**src/rtl/spi_ram_master_pkg.sv**
```systemverilog
// Shared definitions for the serial RAM master.
// Holds the opcodes sent in the first byte of every frame, the FSM
// state encoding, and the default sclk half-period in clk_i cycles.
package spi_ram_master_pkg;

  localparam logic [7:0]  OP_WRITE    = 8'h02;
  localparam logic [7:0]  OP_READ     = 8'h03;
  localparam int unsigned DEF_CLK_DIV = 11;

  typedef enum logic [1:0] {
    ST_IDLE  = 2'd0,
    ST_SHIFT = 2'd1,
    ST_TAIL  = 2'd2,
    ST_GAP   = 2'd3
  } state_t;

endpackage

```
**src/rtl/spi_ram_master_clk_tick.sv**
```systemverilog
// Half-period counter for the serial clock.
// Counts 0..DIV-1 while enabled and raises tick_o for one cycle on the
// terminal count. Held at 0 while disabled, so the first tick after
// enabling always lands DIV cycles later.
//   clk_i   system clock
//   nrst_i  asynchronous active-low reset
//   en_i    count enable
//   tick_o  one-cycle pulse on the terminal count
module spi_clk_tick #(
  parameter int unsigned DIV = 11
) (
  input  logic clk_i,
  input  logic nrst_i,
  input  logic en_i,
  output logic tick_o
);

  localparam int unsigned CW = (DIV > 1) ? $clog2(DIV) : 1;

  logic [CW-1:0] cnt_q;

  assign tick_o = en_i && (cnt_q == CW'(DIV - 1));

  always_ff @(posedge clk_i or negedge nrst_i) begin
    if (!nrst_i) begin
      cnt_q <= '0;
    end else if (!en_i || tick_o) begin
      cnt_q <= '0;
    end else begin
      cnt_q <= cnt_q + 1'b1;
    end
  end

endmodule

```
**src/rtl/spi_ram_master.sv**
```systemverilog
// Transaction engine driving the serial RAM pins.
// Takes one read/write command, shifts a mode-0 MSB-first frame
// {opcode, addr, data} on cs/sclk/mosi, samples read data from miso and
// returns one response per command.
//   clk_i, nrst_i   clock, asynchronous active-low reset
//   cmd_*           command channel (valid/ready)
//   rsp_valid_o     one-cycle pulse at the end of every frame
//   rsp_rdata_o     read data, held until the next read response
//   cs_o/sclk_o/mosi_o/miso_i  serial RAM pins
//   dbg_state_o     current FSM state, for observation only
//
// Handshake: a command transfers on a rising clk_i edge where
// cmd_valid_i && cmd_ready_o; cmd_ready_o is high only in IDLE and
// the command inputs are not looked at any other time.
module spi_ram_master
  import spi_ram_master_pkg::*;
#(
  parameter int unsigned CLK_DIV = DEF_CLK_DIV,
  parameter int unsigned ADDR_W  = 8,
  parameter int unsigned DATA_W  = 8
) (
  input  logic              clk_i,
  input  logic              nrst_i,
  input  logic              cmd_valid_i,
  output logic              cmd_ready_o,
  input  logic              cmd_we_i,
  input  logic [ADDR_W-1:0] cmd_addr_i,
  input  logic [DATA_W-1:0] cmd_wdata_i,
  output logic              rsp_valid_o,
  output logic [DATA_W-1:0] rsp_rdata_o,
  output logic              cs_o,
  output logic              sclk_o,
  output logic              mosi_o,
  input  logic              miso_i,
  output state_t            dbg_state_o
);

  localparam int unsigned NB         = 8 + ADDR_W + DATA_W;
  localparam int unsigned CNT_W      = $clog2(NB);
  localparam int unsigned DATA_START = 8 + ADDR_W;

  state_t            state_q, state_d;
  logic [NB-1:0]     frame_q, frame_d;
  logic              we_q, we_d;
  logic [CNT_W-1:0]  bit_q, bit_d;
  logic [DATA_W-1:0] rd_q, rd_d;
  logic              cs_q, cs_d;
  logic              sclk_q, sclk_d;
  logic              mosi_q, mosi_d;
  logic              ready_q, ready_d;
  logic              rsp_valid_q, rsp_valid_d;
  logic [DATA_W-1:0] rdata_q, rdata_d;
  logic [NB-1:0]     cap_frame;
  logic              tick;

  // Read frames carry zeros in the data field, so mosi is 0 during read data.
  assign cap_frame = {(cmd_we_i ? OP_WRITE : OP_READ), cmd_addr_i,
                      (cmd_we_i ? cmd_wdata_i : {DATA_W{1'b0}})};

  spi_clk_tick #(
    .DIV (CLK_DIV)
  ) u_tick (
    .clk_i  (clk_i),
    .nrst_i (nrst_i),
    .en_i   (state_q != ST_IDLE),
    .tick_o (tick)
  );

  always_comb begin
    state_d     = state_q;
    frame_d     = frame_q;
    we_d        = we_q;
    bit_d       = bit_q;
    rd_d        = rd_q;
    cs_d        = cs_q;
    sclk_d      = sclk_q;
    mosi_d      = mosi_q;
    ready_d     = ready_q;
    rsp_valid_d = 1'b0;
    rdata_d     = rdata_q;
    unique case (state_q)
      ST_IDLE: begin
        if (cmd_valid_i) begin
          frame_d = cap_frame;
          we_d    = cmd_we_i;
          bit_d   = '0;
          rd_d    = '0;
          cs_d    = 1'b0;
          sclk_d  = 1'b0;
          mosi_d  = cap_frame[NB-1];
          ready_d = 1'b0;
          state_d = ST_SHIFT;
        end
      end
      ST_SHIFT: begin
        if (tick) begin
          if (!sclk_q) begin
            sclk_d = 1'b1;
          end else begin
            sclk_d = 1'b0;
            // miso is taken on the edge that ends the high phase.
            if (!we_q && (bit_q >= CNT_W'(DATA_START))) begin
              rd_d = (rd_q << 1) | DATA_W'(miso_i);
            end
            if (bit_q == CNT_W'(NB - 1)) begin
              mosi_d  = 1'b0;
              state_d = ST_TAIL;
            end else begin
              frame_d = frame_q << 1;
              mosi_d  = frame_q[NB-2];
              bit_d   = bit_q + 1'b1;
            end
          end
        end
      end
      ST_TAIL: begin
        if (tick) begin
          cs_d    = 1'b1;
          state_d = ST_GAP;
        end
      end
      ST_GAP: begin
        if (tick) begin
          rsp_valid_d = 1'b1;
          ready_d     = 1'b1;
          if (!we_q) begin
            rdata_d = rd_q;
          end
          state_d = ST_IDLE;
        end
      end
      default: state_d = ST_IDLE;
    endcase
  end

  always_ff @(posedge clk_i or negedge nrst_i) begin
    if (!nrst_i) begin
      state_q     <= ST_IDLE;
      frame_q     <= '0;
      we_q        <= 1'b0;
      bit_q       <= '0;
      rd_q        <= '0;
      cs_q        <= 1'b1;
      sclk_q      <= 1'b0;
      mosi_q      <= 1'b0;
      ready_q     <= 1'b1;
      rsp_valid_q <= 1'b0;
      rdata_q     <= '0;
    end else begin
      state_q     <= state_d;
      frame_q     <= frame_d;
      we_q        <= we_d;
      bit_q       <= bit_d;
      rd_q        <= rd_d;
      cs_q        <= cs_d;
      sclk_q      <= sclk_d;
      mosi_q      <= mosi_d;
      ready_q     <= ready_d;
      rsp_valid_q <= rsp_valid_d;
      rdata_q     <= rdata_d;
    end
  end

  assign cmd_ready_o = ready_q;
  assign rsp_valid_o = rsp_valid_q;
  assign rsp_rdata_o = rdata_q;
  assign cs_o        = cs_q;
  assign sclk_o      = sclk_q;
  assign mosi_o      = mosi_q;
  assign dbg_state_o = state_q;

endmodule

```
**config.mk**
```make
export PLATFORM = sky130hd
export DESIGN_NAME = spi_ram_master
export DESIGN_NICKNAME = d
export VERILOG_FILES = /design/src/rtl/spi_ram_master_pkg.sv /design/src/rtl/spi_ram_master_clk_tick.sv /design/src/rtl/spi_ram_master.sv
export SDC_FILE = /design/constraint.sdc
export NUM_CORES = 1
export LEC_CHECK = 0
export ABC_AREA = 1
export CORE_UTILIZATION = 30
export CTS_BUF_LIST = sky130_fd_sc_hd__clkbuf_8
export CTS_CLUSTER_DIAMETER = 200
export DETAILED_ROUTE_END_ITERATION = 7
export PLACE_DENSITY_LB_ADDON = 0.2
export RECOVER_POWER = 50
export SLEW_MARGIN = 0
export SYNTH_ARGS = -nofsm -noshare
export SYNTH_HDL_FRONTEND = slang
export SYNTH_SLANG_ARGS = --single-unit
```
**constraint.sdc**
```tcl
create_clock -name clk_i -period 2.1 [get_ports clk_i]
set_clock_uncertainty 0.1 [all_clocks]
set_input_delay 0.63 -clock clk_i [delete_from_list [all_inputs] [get_ports clk_i]]
set_output_delay 0.63 -clock clk_i [all_outputs]
set_load 0.03 [all_outputs]
```
==> summary.txt <==
STA
  – Worst Max-Slew Pin Slew: 1.42 ns
  – Fin. Hold Viols: 0
  – Period minus WS final: 2.02 ns
  – Number of endpoints failing setup at the final stage: 0
  – Max Slew Vio Count: 0
  – Period utilization: 0.964
  – Max-slew headroom: 0.0539
  – Setup_tns: 0 ns
  – Peak Freq: 494 MHz
  – RSZ-0062 raised after global routing: no

Synth
  – Synth Warn #: 0
  – Asr flop ratio synth: 1.00
  – Seq/Total Area, Yosys: 0.470
  – Top cell type's share of synthesized area: 0.453
  – Dominant cell type by area after synthesis: dfrtp_1
  – Mean Syn Cell Area: 7.83 sq um
  – Dominant cells by area after synthesis: dfrtp_1 45%, nand2_1 14%, nand3_1 8.9%
  – Syn_nets: 410
  – Mapped Cells: 381
  – EDFF count, synth: 0
  – Main flop type after synthesis: dfrtp_1
  – Number of synthesized register bits: 56
  – Cell area after synthesis: 0.00298 sq mm
  – Synth unique cells: 26

Drt
  – Pre-antenna DRT Iters: 4
  – First-iteration detailed-routing DRC count: 127
  – Final WL: 6550 microns
  – Drt wl/cell: 11.8 microns
  – Wire length on met1: 3160 microns
  – Avg Vias per Cell: 4.45
  – DR top layer: met4
  – DR WL met2: 3070 microns
  – Post-route ant nets: 0
  – Vias post-DR: 2475
  – Drc violations: 0
  – Met3 routed WL: 238 microns

Status
  – Outcome: complete, no violations

Global route
  – GRT Util Overall: 0.146
  – GR Overflow Total: 0
  – First-pass GRT wire length: 11800 microns
  – Initial antenna violation count: 0
  – Vias in the first global route: 2460
  – Largest net degree at the start of global routing: 57

Clock tree
  – H-tree depth: 2
  – Clk pin slew, worst setup/hold paths: 0.10 ns
  – TritonCTS clock tree: yes
  – Clock Root Buffer: clkbuf_8
  – Clock Latency Late Sink: 0.31 ns
  – Post-CTS Setup Repair Bufs: 0
  – CTS max path bufs: 2
  – Clock sink total: 56
  – Total CTS buffers: 5

Worst setup path
  – CP Cell Sequence: clkdlybuf4s50_1
  – WP data arrival: 1.29 ns
  – R2R Setup Slk: 0.17 ns
  – CP Class: reg2out
  – CP top delay family: buffers and inverters
  – Crit path depth: 1
  – Startpoint Class: flip-flop
  – Worst Path Buf+Inv: 1
  – RR Startpoint: dbg_state_o[1]
  – CP Max Fanout: 1
  – CP max-delay cell: clkdlybuf4s50_1
  – Critical path required time: 1.37 ns
  – Endpoint type of the worst setup path: primary output
  – Capturing point of the worst reg2reg path: frame_q[3]
  – Worst R2R Path Depth: 8
  – Crit path from: rsp_valid_o
  – Worst Setup EP: rsp_valid_o
  – Slowest Stage Delay on Critical Path: 0.66 ns

Job
  – Max-cap violations: 0

Finish
  – Nets: 451
  – Layout cell share with drive strength beyond 1: 0.0851
  – ANT cells: 0
  – Utilization after layout: 0.377
  – Synth-to-Final Area Change: 22.4%
  – Non-filler instance count after layout: 556

Die
  – Full die area: 0.0104 sq mm
  – Row cnt: 36
  – Initial Util: 0.308
  – Core region area: 0.00968 sq mm
  – Ports: 36
  – Chip Width: 102 microns
  – Chip height: 102 microns

Power
  – Leak: 2.12 nW
  – PD cells: 1110 mW/mm^2
  – Maximum vdd drop: 0.350 mV

Placed design
  – Port buffer count: 35
  – Post-DP HPWL: 4410 microns
  – Dpl cells: 548
  – Routability Congestion: 0.695

Hold path
  – Hold Path Class: reg2reg
[sequential cells by signal (all words and copies together) (netlist names)]
register,count
rsp_valid_o,1
frame_q,23
u_tick.cnt_q,4
rd_q,8
sclk_o,1
cs_o,1
mosi_o,1
we_q,1
dbg_state_o,2
rsp_rdata_o,8
cmd_ready_o,1
bit_q,5
[what timing repair did]
item,4_1_cts,5_1_grt
hold buffers,0,0
setup endpoints to repair,6,50
hold endpoints to repair,0,0
gates cloned,0,0
resized for setup,6,12
[area by class of cell]
class	count	area (sq um)
Fill cell	1027	6030
Sequential cell	56	1410
Multi-Input combinational cell	253	1290
Timing Repair Buffer	50	489
Inverter	56	213
Tap cell	133	166
Clock buffer	6	82.6
Clock inverter	2	10.0
[power breakdown]
part | internal (mW) | switching, mW | leakage, nW
Combinational | 0.686 | 1.22 | 1.32
Clock | 0.264 | 0.351 | 0.0510
Sequential | 1.38 | 0.168 | 0.740
Total | 2.33 | 1.74 | 2.12
[metrics by stage]
stage / total power [mW] / hold slack, ns / cell area, sq um / setup slack (ns)
2_1_floorplan: 2.89 / 0.234 / 2980 / 0.182
3_3_place_gp: 3.48 / 0.353 / 3560 / 0.0655
3_5_place_dp: 3.52 / 0.357 / 3560 / 0.0205
4_1_cts: 4.14 / 0.211 / 3640 / 0.00537
5_1_grt: 4.46 / 0.398 / 3650 / 0.0141
6_report: 4.06 / 0.369 / 3650 / 0.0759
[cells by family (layout without fill, tap and decap cells)]
family	count (synthesis)	count (layout)	share of synthesized area
and+or+nand+nor	189	189	0.270
buffers and inverters	72	114	0.0998
DFF	56	56	0.470
AOI/OAI and AO/OA	54	54	0.120
adders and majority gates	8	8	0.0335
xor gates and xnor gates	2	2	0.00587
[worst min-delay path by stage]
| stage | from | end | slack (ns) | depth (start not counted) |
|---|---|---|---|---|
| floorplan | nrst_i | bit_q[0] | 0.23 | 0 |
| global placement | rsp_rdata_o[0] | rsp_rdata_o[0] | 0.35 | 2 |
| detailed placement | rsp_rdata_o[1] | rsp_rdata_o[1] | 0.36 | 2 |
| CTS | nrst_i | rd_q[4] | 0.21 | 2 |
| global route | rsp_rdata_o[2] | rsp_rdata_o[2] | 0.40 | 2 |
| finish | rsp_rdata_o[2] | rsp_rdata_o[2] | 0.37 | 2 |
[cell usage after synthesis, types with 2 or more instances]
cell / count
nand2_1: 114
dfrtp_1: 54
inv_1: 53
nand3_1: 53
o21bai_1: 28
o21ai_0: 22
nor2_1: 13
ha_1: 8
buf_2: 7
buf_4: 5
clkbuf_1: 4
inv_2: 3
nand4_1: 3
dfstp_2: 2
[placed cells by master (no fill, tap or decap)]
| cell type | instances |
|---|---|
| a21boi_4 | 1 |
| a21oi_1 | 1 |
| buf_12 | 2 |
| buf_2 | 1 |
| buf_4 | 11 |
| clkbuf_1 | 1 |
| clkbuf_2 | 1 |
| clkbuf_8 | 6 |
| clkdlybuf4s50_1 | 20 |
| clkinv_2 | 2 |
| dfrtp_1 | 53 |
| dfrtp_2 | 1 |
| dfstp_2 | 2 |
| dlygate4sd2_1 | 6 |
| dlymetal6s2s_1 | 8 |
| ha_1 | 8 |
| inv_1 | 53 |
| inv_2 | 2 |
| inv_4 | 1 |
| nand2_1 | 114 |
| nand2_2 | 1 |
| nand3_1 | 53 |
| nand3_2 | 1 |
| nand4_1 | 3 |
| nand4_2 | 1 |
| nor2_1 | 13 |
| nor2_4 | 1 |
| nor3_1 | 1 |
| o21ai_0 | 22 |
| o21ai_1 | 1 |
| o21ai_2 | 1 |
| o21bai_1 | 28 |
| or2_2 | 1 |
| xnor2_1 | 1 |
| xor2_1 | 1 |
[per-layer routing]
| layer | track usage | up-vias |
|---|---|---|
| li1 | - | 1282 |
| met1 | 0.196 | 1140 |
| met2 | 0.241 | 45 |
| met3 | 0.0235 | 8 |
| met4 | 0.0412 | 0 |
| met5 | 0 | - |
(Power assumes the default switching activity.)
